File: config.mk
export PLATFORM = sky130hd
export DESIGN_NAME = fpu_result_serializer
export DESIGN_NICKNAME = d
export VERILOG_FILES = /design/src/rtl/fpu_result_serializer.sv
export SDC_FILE = /design/constraint.sdc
export NUM_CORES = 1
export LEC_CHECK = 0
export CORE_UTILIZATION = 40
export CTS_BUF_LIST = sky130_fd_sc_hd__clkbuf_4 sky130_fd_sc_hd__clkbuf_8
export DETAILED_ROUTE_END_ITERATION = 10
export RECOVER_POWER = 100
export SLEW_MARGIN = 20
export SYNTH_ARGS = -nofsm -noshare
export SYNTH_HDL_FRONTEND = slang
export SYNTH_SLANG_ARGS = --single-unit
export TNS_END_PERCENT = 1
File: constraint.sdc
create_clock -name CLK -period 6.5 [get_ports CLK]
set_input_delay 1.95 -clock CLK [delete_from_list [all_inputs] [get_ports CLK]]
set_output_delay 1.95 -clock CLK [all_outputs]
set_load 0.03 [all_outputs]
File: src/rtl/fpu_result_serializer.sv
// fpu_result_serializer
//
// Output stage behind the FPU control block. Results from the adder and
// multiplier control units are captured into a small FIFO. Each captured
// 32-bit result is returned to the host as two 16-bit halves, upper half first.
//
// Handshakes:
//   Producer side: xxx_VALID is a level that the producer holds until it sees
//     the one-cycle xxx_ACK pulse. The pulse arrives the cycle after the
//     accepting edge. A per-source arm flag blocks a second capture of a VALID
//     that is still high during the ACK cycle. The flag is re-armed once VALID
//     is sampled low.
//   Host side: a half-word transfers at an edge where DOV and DOA are both
//     high. DOUT, EXC and DOV stay stable while DOA is low. DOA is ignored
//     while DOV is low.
//
// Ports:
//   CLK, RSTn            clock (rising edge), synchronous active-low reset
//   ADD_DATA/EXC/VALID   adder result, exception code and valid level
//   ADD_ACK              adder result accepted (one-cycle pulse)
//   MUL_DATA/EXC/VALID   multiplier result, exception code and valid level
//   MUL_ACK              multiplier result accepted (one-cycle pulse)
//   DR                   a word is in transfer or the FIFO is non-empty
//   DOUT, DOV, DOA       host half-word bus, valid and accept
//   EXC                  exception code of the word currently on DOUT
//   FULL                 FIFO holds DEPTH entries
//   DEBUG (optional)     {state, min(count,7)}. Present only when the macro
//                        FPU_OUT_DEBUG_EN is defined.
module fpu_result_serializer #(
  parameter int DEPTH  = 4,
  parameter int DATA_W = 32,
  parameter int OUT_W  = 16
) (
  input  logic              CLK,
  input  logic              RSTn,
  input  logic [DATA_W-1:0] ADD_DATA,
  input  logic [2:0]        ADD_EXC,
  input  logic              ADD_VALID,
  output logic              ADD_ACK,
  input  logic [DATA_W-1:0] MUL_DATA,
  input  logic [2:0]        MUL_EXC,
  input  logic              MUL_VALID,
  output logic              MUL_ACK,
  output logic              DR,
  output logic [OUT_W-1:0]  DOUT,
  output logic              DOV,
  input  logic              DOA,
  output logic [2:0]        EXC,
  output logic              FULL
`ifdef FPU_OUT_DEBUG_EN
  ,
  output logic [4:0]        DEBUG
`endif
);

  localparam int PTR_W = $clog2(DEPTH);
  localparam int CNT_W = PTR_W + 1;
  localparam int ENT_W = 1 + 3 + DATA_W;  // {src, exc, data}

  typedef enum logic [1:0] {
    IDLE    = 2'd0,
    SEND_HI = 2'd1,
    SEND_LO = 2'd2
  } state_t;

  state_t            state_q;
  logic [ENT_W-1:0]  mem_q [DEPTH];
  logic [PTR_W-1:0]  wr_ptr_q, rd_ptr_q;
  logic [CNT_W-1:0]  count_q;
  logic              add_arm_q, mul_arm_q;
  logic              prio_q;      // 0: adder wins next conflict, 1: multiplier
  logic [OUT_W-1:0]  out_lo_q;    // lower half waiting behind the upper half

  logic              can_push, add_req, mul_req, add_win, mul_win, push, pop;
  logic [ENT_W-1:0]  push_entry, head;
  logic              unused_src;

  // Room is judged on the registered count only, so a pop at the same edge
  // never frees a slot for that edge's capture.
  assign can_push   = (count_q < CNT_W'(DEPTH));
  assign add_req    = ADD_VALID & add_arm_q;
  assign mul_req    = MUL_VALID & mul_arm_q;
  assign add_win    = can_push & add_req & (~mul_req | ~prio_q);
  assign mul_win    = can_push & mul_req & (~add_req |  prio_q);
  assign push       = add_win | mul_win;
  assign push_entry = add_win ? {1'b0, ADD_EXC, ADD_DATA} : {1'b1, MUL_EXC, MUL_DATA};
  assign head       = mem_q[rd_ptr_q];
  // The source tag is stored with each entry but nothing downstream needs it.
  assign unused_src = head[ENT_W-1];

  // Head is taken from IDLE, or at the end of a lower half. The second case
  // gives back-to-back words with no bubble.
  assign pop = (count_q != '0) &
               ((state_q == IDLE) | ((state_q == SEND_LO) & DOA));

  assign DR   = (state_q != IDLE) | (count_q != '0);
  assign FULL = (count_q == CNT_W'(DEPTH));

`ifdef FPU_OUT_DEBUG_EN
  logic [2:0] dbg_cnt;
  assign dbg_cnt = ({{(32-CNT_W){1'b0}}, count_q} > 32'd7) ? 3'd7 : 3'(count_q);
  assign DEBUG   = {state_q, dbg_cnt};
`endif

  // Capture: acknowledge, re-arm, and round-robin on conflicts only.
  always_ff @(posedge CLK) begin
    if (!RSTn) begin
      ADD_ACK   <= 1'b0;
      MUL_ACK   <= 1'b0;
      add_arm_q <= 1'b1;
      mul_arm_q <= 1'b1;
      prio_q    <= 1'b0;
    end else begin
      ADD_ACK   <= add_win;
      MUL_ACK   <= mul_win;
      add_arm_q <= add_win ? 1'b0 : (~ADD_VALID | add_arm_q);
      mul_arm_q <= mul_win ? 1'b0 : (~MUL_VALID | mul_arm_q);
      if (add_req & mul_req & can_push) prio_q <= ~prio_q;
    end
  end

  // FIFO storage. The entries need no reset because count gates every read.
  always_ff @(posedge CLK) begin
    if (push) mem_q[wr_ptr_q] <= push_entry;
  end

  always_ff @(posedge CLK) begin
    if (!RSTn) begin
      wr_ptr_q <= '0;
      rd_ptr_q <= '0;
      count_q  <= '0;
    end else begin
      if (push) wr_ptr_q <= wr_ptr_q + 1'b1;
      if (pop)  rd_ptr_q <= rd_ptr_q + 1'b1;
      case ({push, pop})
        2'b10:   count_q <= count_q + 1'b1;
        2'b01:   count_q <= count_q - 1'b1;
        default: count_q <= count_q;
      endcase
    end
  end

  // Output FSM. DOUT, EXC and DOV are registered here. DOUT keeps its last
  // value in IDLE, and DOV says whether that value is meaningful.
  always_ff @(posedge CLK) begin
    if (!RSTn) begin
      state_q  <= IDLE;
      DOUT     <= '0;
      DOV      <= 1'b0;
      EXC      <= 3'b000;
      out_lo_q <= '0;
    end else begin
      case (state_q)
        IDLE: begin
          if (pop) begin
            DOUT     <= head[DATA_W-1:OUT_W];
            out_lo_q <= head[OUT_W-1:0];
            EXC      <= head[DATA_W+2:DATA_W];
            DOV      <= 1'b1;
            state_q  <= SEND_HI;
          end
        end
        SEND_HI: begin
          if (DOA) begin
            DOUT    <= out_lo_q;
            state_q <= SEND_LO;
          end
        end
        SEND_LO: begin
          if (DOA) begin
            if (pop) begin
              DOUT     <= head[DATA_W-1:OUT_W];
              out_lo_q <= head[OUT_W-1:0];
              EXC      <= head[DATA_W+2:DATA_W];
              state_q  <= SEND_HI;
            end else begin
              DOV     <= 1'b0;
              state_q <= IDLE;
            end
          end
        end
        default: begin
          DOV     <= 1'b0;
          state_q <= IDLE;
        end
      endcase
    end
  end

endmodule

* Word-level counts from Yosys, hierarchy flattened
Memories as Yosys holds them, arrays and structs flattened. A register that Yosys moved wholly into a read port is not among the register bits.
Cells that the tools add are included.
** Storage, ports and cells
- Flip-flop bits (word level) :: 50
- Latch bits :: 0
- Memory bits (writable) :: 144
- Bits in read-only memories :: 0
- Input port bits :: 75
- Memories kept :: 1
** Cells by class
- Add/subtract/negate cells :: 4
- Multiply operators :: 0
- Div/mod/pow operators :: 0
- Order comparisons :: 1
- Equality and inequality tests :: 9
- Shift-type cells :: 0
- Mux-type cells :: 27
- Bitwise logic cells :: 23
- Reduce and logical (&&, ||, !) cells :: 10
** Memory list
- mem_q :: words 4, width 36, read ports 1, clocked after memory_dff 1, write ports 1, line 67 : logic [ENT_W-1:0] mem_q [DEPTH];
** Operators with widths (count)
- 2-to-1 mux 16 bit :: 5
- one-hot mux 16 bit (3 select lines) :: 1
- 2-to-1 mux 36 bit :: 1
- one-hot mux 16 bit (2 select lines) :: 1
- one-hot mux 3 bit (2 select lines) :: 2
- AND 1 bit :: 10
- 2-to-1 mux 2 bit :: 5
- 2-to-1 mux 1 bit :: 8
- inequality test 2 bit, second input constant :: 4
- bitwise OR 1 bit :: 7
- 2-to-1 mux 3 bit :: 2
- NOT 1 bit :: 6
- one-hot mux 2 bit (3 select lines) :: 1
- AND reduction 3 bit :: 2
- nonzero test 2 bit :: 3
- nonzero test 3 bit :: 2
- adder 2 x 1 -> 2 bit, second input constant :: 2
- == test 2 x 1 -> 1 bit, second input constant :: 2
- == test 2 bit, second input constant :: 2
- AND reduction 4 bit :: 1
- adder 3 x 1 -> 3 bit, second input constant :: 1
- == test 3 bit, second input constant :: 1
- less-than comparator 3 bit, second input constant :: 1
- one-hot mux 1 bit (3 select lines) :: 1
- 3 further kinds :: 3

* Longest topological paths before layout
Gate-level depths: netlist of the first run.
- Word-level depth :: 7
- Mapped depth :: 11
- Gate-level depth less buffers :: 9

* Worst setup path after synthesis of the first run
No wires, ideal clock.
- Kind :: in2reg
- Start point :: input port DOA
- End point :: register count_q[2]
- Setup time :: 0.070 ns
- Arrival :: 3.714 ns
- Data required time :: 6.430 ns
- Path slack :: 2.715 ns
- Stages :: 10
- Cell sequence :: nor2b_1 -> or3_4 -> inv_2 -> buf_4 -> ha_1 -> inv_1 -> fa_1 -> xor2_1 -> or3_1 -> a21oi_1
** On the way
- Longest elaborated chain between the ends :: 5
** RTL lines
- start: declaration :: line 47 : input logic DOA,
- AND 1 bit (*) :: line 94 : ((state_q == IDLE) | ((state_q == SEND_LO) & DOA));
- bitwise OR 1 bit (*) :: line 94
- AND 1 bit (*) :: line 93 : assign pop = (count_q != '0) &
- net pop :: line 74 : logic can_push, add_req, mul_req, add_win, mul_win, push, pop;
- == test 2 x 1 -> 1 bit or == test 2 bit (tied branches) :: line 135 : case ({push, pop})
- one-hot mux 3 bit (2 select lines) or nonzero test 2 bit (tied branches)
- end signal: assignment :: line 136 : 2'b10: count_q <= count_q + 1'b1;
- end signal: assignment :: line 137 : 2'b01: count_q <= count_q - 1'b1;
- end signal: assignment :: line 138 : default: count_q <= count_q;
- end: declaration :: line 69 : logic [CNT_W-1:0] count_q;
The timed path passes the listed nets; every way through them passes the cells marked *.
A chain may end at the register's enable or synchronous reset.

* Worst setup path after layout of the first run
- Start point :: input port DOA
- End point :: register count_q[2]
** On the way
- Longest elaborated chain between the ends :: 5
** RTL lines (line)
- AND 1 bit (*) :: 94
- bitwise OR 1 bit (*) :: 94
- AND 1 bit (*) :: 93
- == test 2 x 1 -> 1 bit or == test 2 bit (tied branches) :: 135
- one-hot mux 3 bit (2 select lines) or nonzero test 2 bit (tied branches)
Every way passes the cells marked *; elsewhere a longest branch is shown, timed or not.

==> results of run 1 <==
[tightest hold or removal path, stage by stage, from the launching register on]
cell	delay, ns
dfxtp_1	0.32
nand2_1	0.05
a21oi_1	0.05
[synthesized netlist by cell type, types with 9 or more instances]
cell type    n  area [um2]
mux2i_1     17         170
inv_1        9        33.8
o211a_1     16         160
nand3_1     17        85.1
a21oi_1     25         125
buf_2       10        50.1
edfxtp_1   140        4200
buf_4       10        75.1
o2111ai_1   16         140
nor2_1      15        56.3
nand2_1     59         221
mux2_2      23         259
dfxtp_1     52        1040
mux2_4      28         420
mux4_2      19         428
[cells by family after synthesis]
family / Yosys count
compound gates: 64
xor+xnor: 5
fa+ha+maj: 6
buf+inv: 43
flops: 192
mux: 87
simple gates: 109
[registers in the layout, indices dropped and copies added, names as in the netlist, 2 cells and up, named ones only]
signal and cells:
out_lo_q 16, wr_ptr_q 2, state_q 2, mem_q 140, count_q 3, DOUT 16
EXC 3, rd_ptr_q 2
[report_power, final]
| part | switching (mW) | internal [mW] | total, mW |
|---|---|---|---|
| clock network | 0.407 | 0.428 | 0.835 |
| logic | 0.846 | 0.537 | 1.38 |
| registers | 0.151 | 1.71 | 1.86 |
[area by class of cell]
cell class,count,area share [%]
inverter,10,0.403
sequential,192,56.3
clock buffer,19,2.67
timing repair buffer,103,10.8
multi-input combinational,271,24.3
clock inverter,13,1.99
tap,260,3.49
[metal layers]
layer  track usage [%]  routed length, um  up-vias
li1                  -                  -     2087
met1              21.5               7300     2260
met2              28.9               8100      110
met3              3.80                618       20
met4              5.49                187        2
met5                 0                 19        -
[worst paths after layout]
path / to
max: count_q[2]$_SDFFE_PN0P_
min: out_lo_q[5]$_SDFFE_PN0P_
max reg2reg: count_q[2]$_SDFFE_PN0P_
min reg2reg: out_lo_q[5]$_SDFFE_PN0P_
[per-stage QoR]
stage / power (mW) / cells / util (%)
2_1_floorplan: 2.92 / 506 / -
3_3_place_gp: 3.34 / 836 / 47.6
3_5_place_dp: 3.39 / 836 / 47.6
4_1_cts: 4.22 / 868 / 49.8
5_1_grt: 4.32 / 868 / 49.1
6_report: 4.08 / 868 / 49.1
==> out/qor.yml, run 1 <==
clocking:
  cts_hold_buffers: 0
  cts_buffer_depth: 2
  root_buffer: "clkbuf_8"
  clock-sinks: 192
  tritoncts: "done"
  clk_pin_slew_ns: 0.09
  clk_latency_ns: 0.47
  cts_setup_buffers: 0
  cts_resized: 0
  cts_max_level: 4
  numCtsBuffers: 17
worst_setup_path:
  critPathTopFamily: "buffers and inverters"
  ff2ff_setup_slack_ns: 3.15
  cp.buffers_inverters: 3
  critical_path_depth: 10
  path_class: "primary input to flop"
  worstPathRequired_ns: 6.88
  worst_path_max_delay_cell: "or3_1"
  cp_max_fo: 22
  cp-start-kind: "primary input"
  cp.arrival_ns: 5.21
  worstRegToRegCells: 9
  r2r-start: "count_q[2]$_SDFFE_PN0P_"
  critPathCaptureType: "flop"
  slowest_delay_ns: 0.61
  startpoint: "DOA"
  worstPathCellList: "dlygate4sd3_1, nor2b_1, or3_1, inv_1, ha_1, inv_1, fa_1, xor2_1, or3_1, a21oi_1"
die:
  die_x_um: 142
  ios: 99
  dieArea_mm2: 0.0202
  die_h_um: 142
  initial_core_util_pct: 41.5
  core_area_mm2: 0.0190
  rows: 50
final_layout:
  layout_commonest_cell: "edfxtp_1"
  seq_area_mm2: 0.00525
  multi_input_area_mm2: 0.00226
  fillers: 1668
  diodes: 0
  nets: 676
  final_cell_mix: "edfxtp_1 (140), clkdlybuf4s50_1 (71), nand2_1 (59)"
  drive_gt1_share_pct: 12.5
  final_area_mm2: 0.00931
  area_growth_pct: 18.5
timing:
  maxSlewHeadroom_pct: 10.0
  tns_ns: 0
  max_freq_mhz: 207
  setup_slack_ns: 1.67
  period_minus_slack_ns: 4.83
  setup_viol: 0
  hold_violations: 0
  period_share_pct: 74.3
  finalClockSkew_ns: 0.0142
  rsz0062_at_grt: "false"
  slew_violations: 0
  whs_ns: 0.461
  worstMarginPinSlew_ns: 1.35
global_routing:
  first_global_vias: 4665
  antenna_found_initial: 1
  grt_max_degree: 36
  grt_pass1_wl_um: 24900
  grt_usage_pct: 17.0
  gr-total-overflow: 0
yosys:
  synthCells: 506
  syn_area_mm2: 0.00786
  yosys.area_share.xor_xnor_pct: 0.557
  ys_ff_latch: 192
  synth.area.mux_share_pct: 16.3
  synth_compound_area_share_pct: 6.05
  synth-simple-area-share_pct: 6.26
  yosysUniqueCellTypes: 38
  ys_seq_area_share_pct: 66.7
  yosys.area_share.adder_pct: 1.05
  yosysWarnings: 0
  synth_edf_count: 140
  syn_avg_cell_area_um2: 15.5
  synth_ff_type: "edfxtp_1"
  syn_nets: 587
  synth_top_family_by_area: "multiplexers"
  async_flop_share_pct: 0
power_and_ir_drop:
  leakage_nw: 3.21
  powerDensity_mw_per_mm2: 438
  peakVddDrop_mv: 0.185
placement:
  place_congestion: 0.736
  portBuffers: 98
  dp_hpwl_um: 10300
  pre_cts_ws_ns: 1.74
  place_area_mm2: 0.00901
min_path:
  min_path_cells: 2
  worstHoldStart: "out_lo_q[5]$_SDFFE_PN0P_"
  hp-class: "flop to flop"
drt:
  wl_per_cell_um: 18.7
  drt_iter0_drc: 282
  vias_per_cell: 5.16
  wl_um: 16200
  vias: 4479
  drt_pass1_iterations: 4
  antenna_left: 0
  drc: 0
outcome:
  outcome: "completed"
job:
  drv_cap: 0
Note: power is estimated with default switching activity, not from simulation.
==> inputs of run 2 (changes only) <==
clock period = 4.2 ns   (was 6.5 ns; I/O delays follow)
==> run 2 against run 1 <==
The flow now finishes with violations (max-capacitance violations, max-slew violations). Utilization increased by 0.50 points. Worst hold slack got worse by 0.0021 ns. Register-to-register slack got worse by 1.7 ns. Sequential power increased by 55%. Flip-flop and latch count unchanged. Die area unchanged. Clock skew increased by 0.0015 ns. Highest routed layer is now met4.
==> out/qor.yml, run 2 (same netlist as run 1, synthesis figures left out) <==
power_and_ir_drop:
  switching_share_pct: 35.3  # was 34.4%
  seqPwrFrac_pct: 45.4  # was 45.7%
  p_int_mw: 4.11  # was 2.68 mW
  clkPwrFrac_pct: 19.0  # was 20.4%
  pwr-share-comb_pct: 35.6  # was 33.9%
  switchingPower_mw: 2.25  # was 1.40 mW
  leakage_nw: 3.27  # was 3.21 nW
  powerDensity_mw_per_mm2: 675  # was 438 mW/mm2
  peakVddDrop_mv: 0.304  # was 0.185 mV
worst_setup_path:
  worstPathCellList: "dlygate4sd3_1, nor2b_1, o31ai_1, buf_4, o2111ai_1, o211a_1"  # was dlygate4sd3_1, nor2b_1, or3_1, inv_1, ha_1, inv_1, fa_1, xor2_1, or3_1, a21oi_1
  path_class: "primary input to flop"  # unchanged
  cp.arrival_ns: 3.98  # was 5.21 ns
  r2r-end: "DOUT[12]$_SDFFE_PN0P_"  # was count_q[2]$_SDFFE_PN0P_
  critPathTopFamily: "compound AO/OA/AOI/OAI gates"  # was buffers and inverters
  cp_max_fo: 17  # was 22
  slowest_delay_ns: 1.18  # was 0.61 ns
  r2r-start: "count_q[2]$_SDFFE_PN0P_"  # unchanged
  worstRegToRegCells: 5  # was 9
  worst_path_max_delay_cell: "o31ai_1"  # was or3_1
  cp.buffers_inverters: 2  # was 3
  cp-start-kind: "primary input"  # unchanged
  ff2ff_setup_slack_ns: 1.41  # was 3.15 ns
  critPathCaptureType: "flop"  # unchanged
  worstPathRequired_ns: 4.56  # was 6.88 ns
timing:
  hold_violations: 0  # unchanged
  slew_violations: 1  # was 0
  rsz0062_at_grt: "false"  # unchanged
  finalClockSkew_ns: 0.0157  # was 0.0142 ns
  maxSlewHeadroom_pct: -0.617  # was 10.0%
  tns_ns: 0  # unchanged
  setup_viol: 0  # unchanged
  max_freq_mhz: 277
  worstMarginPinSlew_ns: 1.50  # was 1.35 ns
  whs_ns: 0.459  # was 0.461 ns
  period_minus_slack_ns: 3.61
  period_share_pct: 86.0
clocking:
  cts_hold_buffers: 0  # unchanged
  clk_pin_slew_ns: 0.09  # about the same
  clock-sinks: 192  # unchanged
  clk_latency_ns: 0.47  # about the same
  root_buffer: "clkbuf_8"  # unchanged
  cts_max_level: 4  # unchanged
  cts_resized: 0  # unchanged
  numCtsBuffers: 17  # unchanged
  cts_setup_buffers: 0  # unchanged
  cts_buffer_depth: 2  # unchanged
  tritoncts: "done"  # unchanged
final_layout:
  drive_gt1_share_pct: 13.6  # was 12.5%
  largest-register: "mem_q"  # unchanged
  nets: 685  # was 676
  seq_area_mm2: 0.00525  # unchanged
  largestRegisters: "mem_q: 140 flops, DOUT: 16 flops, out_lo_q: 16 flops"  # unchanged
  largest_register_ffs: 140  # unchanged
  diodes: 0  # unchanged
  fillers: 1626  # was 1668
  multi_input_area_mm2: 0.00226  # about the same
  final_cell_mix: "edfxtp_1 (140), clkdlybuf4s50_1 (71), nand2_1 (59)"  # unchanged
  layout_commonest_cell: "edfxtp_1"  # unchanged
  area_growth_pct: 19.7  # was 18.5%
job:
  drv_cap: 1  # was 0
die:
  rows: 50  # unchanged
  ios: 99  # unchanged
  die_x_um: 142  # unchanged
  initial_core_util_pct: 41.5  # unchanged
  core_area_mm2: 0.0190  # unchanged
  dieArea_mm2: 0.0202  # unchanged
  die_h_um: 142  # unchanged
placement:
  portBuffers: 98  # unchanged
  place_congestion: 0.744  # was 0.736
  dp_hpwl_um: 10600  # was 10300 um
global_routing:
  gr-total-overflow: 0  # unchanged
  grt_usage_pct: 17.4  # was 17.0%
  grt_max_degree: 38  # was 36
  first_global_vias: 4731  # was 4665
  antenna_found_initial: 0  # was 1
  grt_pass1_wl_um: 25800  # was 24900 um
min_path:
  holdPathEnd: "EXC[1]$_SDFFE_PN0P_"  # was out_lo_q[5]$_SDFFE_PN0P_
  worstHoldStart: "EXC[1]$_SDFFE_PN0P_"  # was out_lo_q[5]$_SDFFE_PN0P_
  min_path_cells: 2  # unchanged
  hp-class: "flop to flop"  # unchanged
drt:
  vias: 4522  # was 4479
  antenna_left: 0  # unchanged
  wl_per_cell_um: 18.9  # was 18.7 um
  drt_pass1_iterations: 6  # was 4
  drt_iter0_drc: 215  # was 282
  drc: 0  # unchanged
  wl_um: 16600  # was 16200 um
  vias_per_cell: 5.16  # about the same
outcome:
  violations: "max-capacitance violations, max-slew violations"
  outcome: "finished with violations"  # was completed
-- run 2: cell count changes in the layout (fill, tap and decap cells not counted), sizes merged --
cell,change
bufinv,-2
inv,+2
clkinv,+6
clkbuf,-5
buf,+12
clkinvlp,-4
-- run 2: area by class of cell --
class | count | area share (%)
clock buffer | 17 | 2.49
sequential | 192 | 55.8
clock inverter | 15 | 1.69
tap | 260 | 3.46
inverter | 10 | 0.399
multi-input combinational | 271 | 24.0
timing repair buffer | 112 | 12.2
-- run 2: worst max path at each step --
stage | startpoint | to | cells after the start
floorplan | DOA | count_q[2]$_SDFFE_PN0P_ | 10
global placement | DOA | count_q[2]$_SDFFE_PN0P_ | 10
detailed placement | DOA | count_q[2]$_SDFFE_PN0P_ | 10
CTS | count_q[2]$_SDFFE_PN0P_ | DR | 3
global route | DOA | DOUT[12]$_SDFFE_PN0P_ | 6
finish | DOA | DOUT[12]$_SDFFE_PN0P_ | 6
-- run 2: tightest hold or removal path, delay by kind of cell, from the launching register on --
kind             cells  cell delay, ns
AND/OR/NAND/NOR      1            0.05
AO/OA/AOI/OAI        1            0.05
flip-flops           1            0.32
-- run 2: per-stage QoR --
step                util [%]  cell area [um2]  worst slack, ns  total power [mW]  instances
floorplan                  -             7860             1.11              4.53        506
global placement        48.2             9150            0.665              5.27        845
detailed placement      48.2             9150            0.552              5.35        845
CTS                     50.3             9540            0.952              6.56        877
global route            49.6             9410            0.498              6.73        877
finish                  49.6             9410            0.587              6.35        877
-- run 2: power groups by stage --
stage | combinational, mW | sequential (mW) | clock, mW
after floorplan | 1.57 | 2.96 | 0
after global placement | 2.36 | 2.91 | 0
after detailed placement | 2.42 | 2.94 | 0
after CTS | 2.43 | 2.90 | 1.23
after global routing | 2.47 | 2.95 | 1.31
final | 2.26 | 2.89 | 1.20
-- run 2: routing by layer --
metal,global-route usage [%],up-vias,wire length [um]
met5,0,-,0
met4,4.87,0,204
met3,4.00,18,672
met2,29.2,110,8270
met1,22.6,2293,7410
li1,-,2101,-
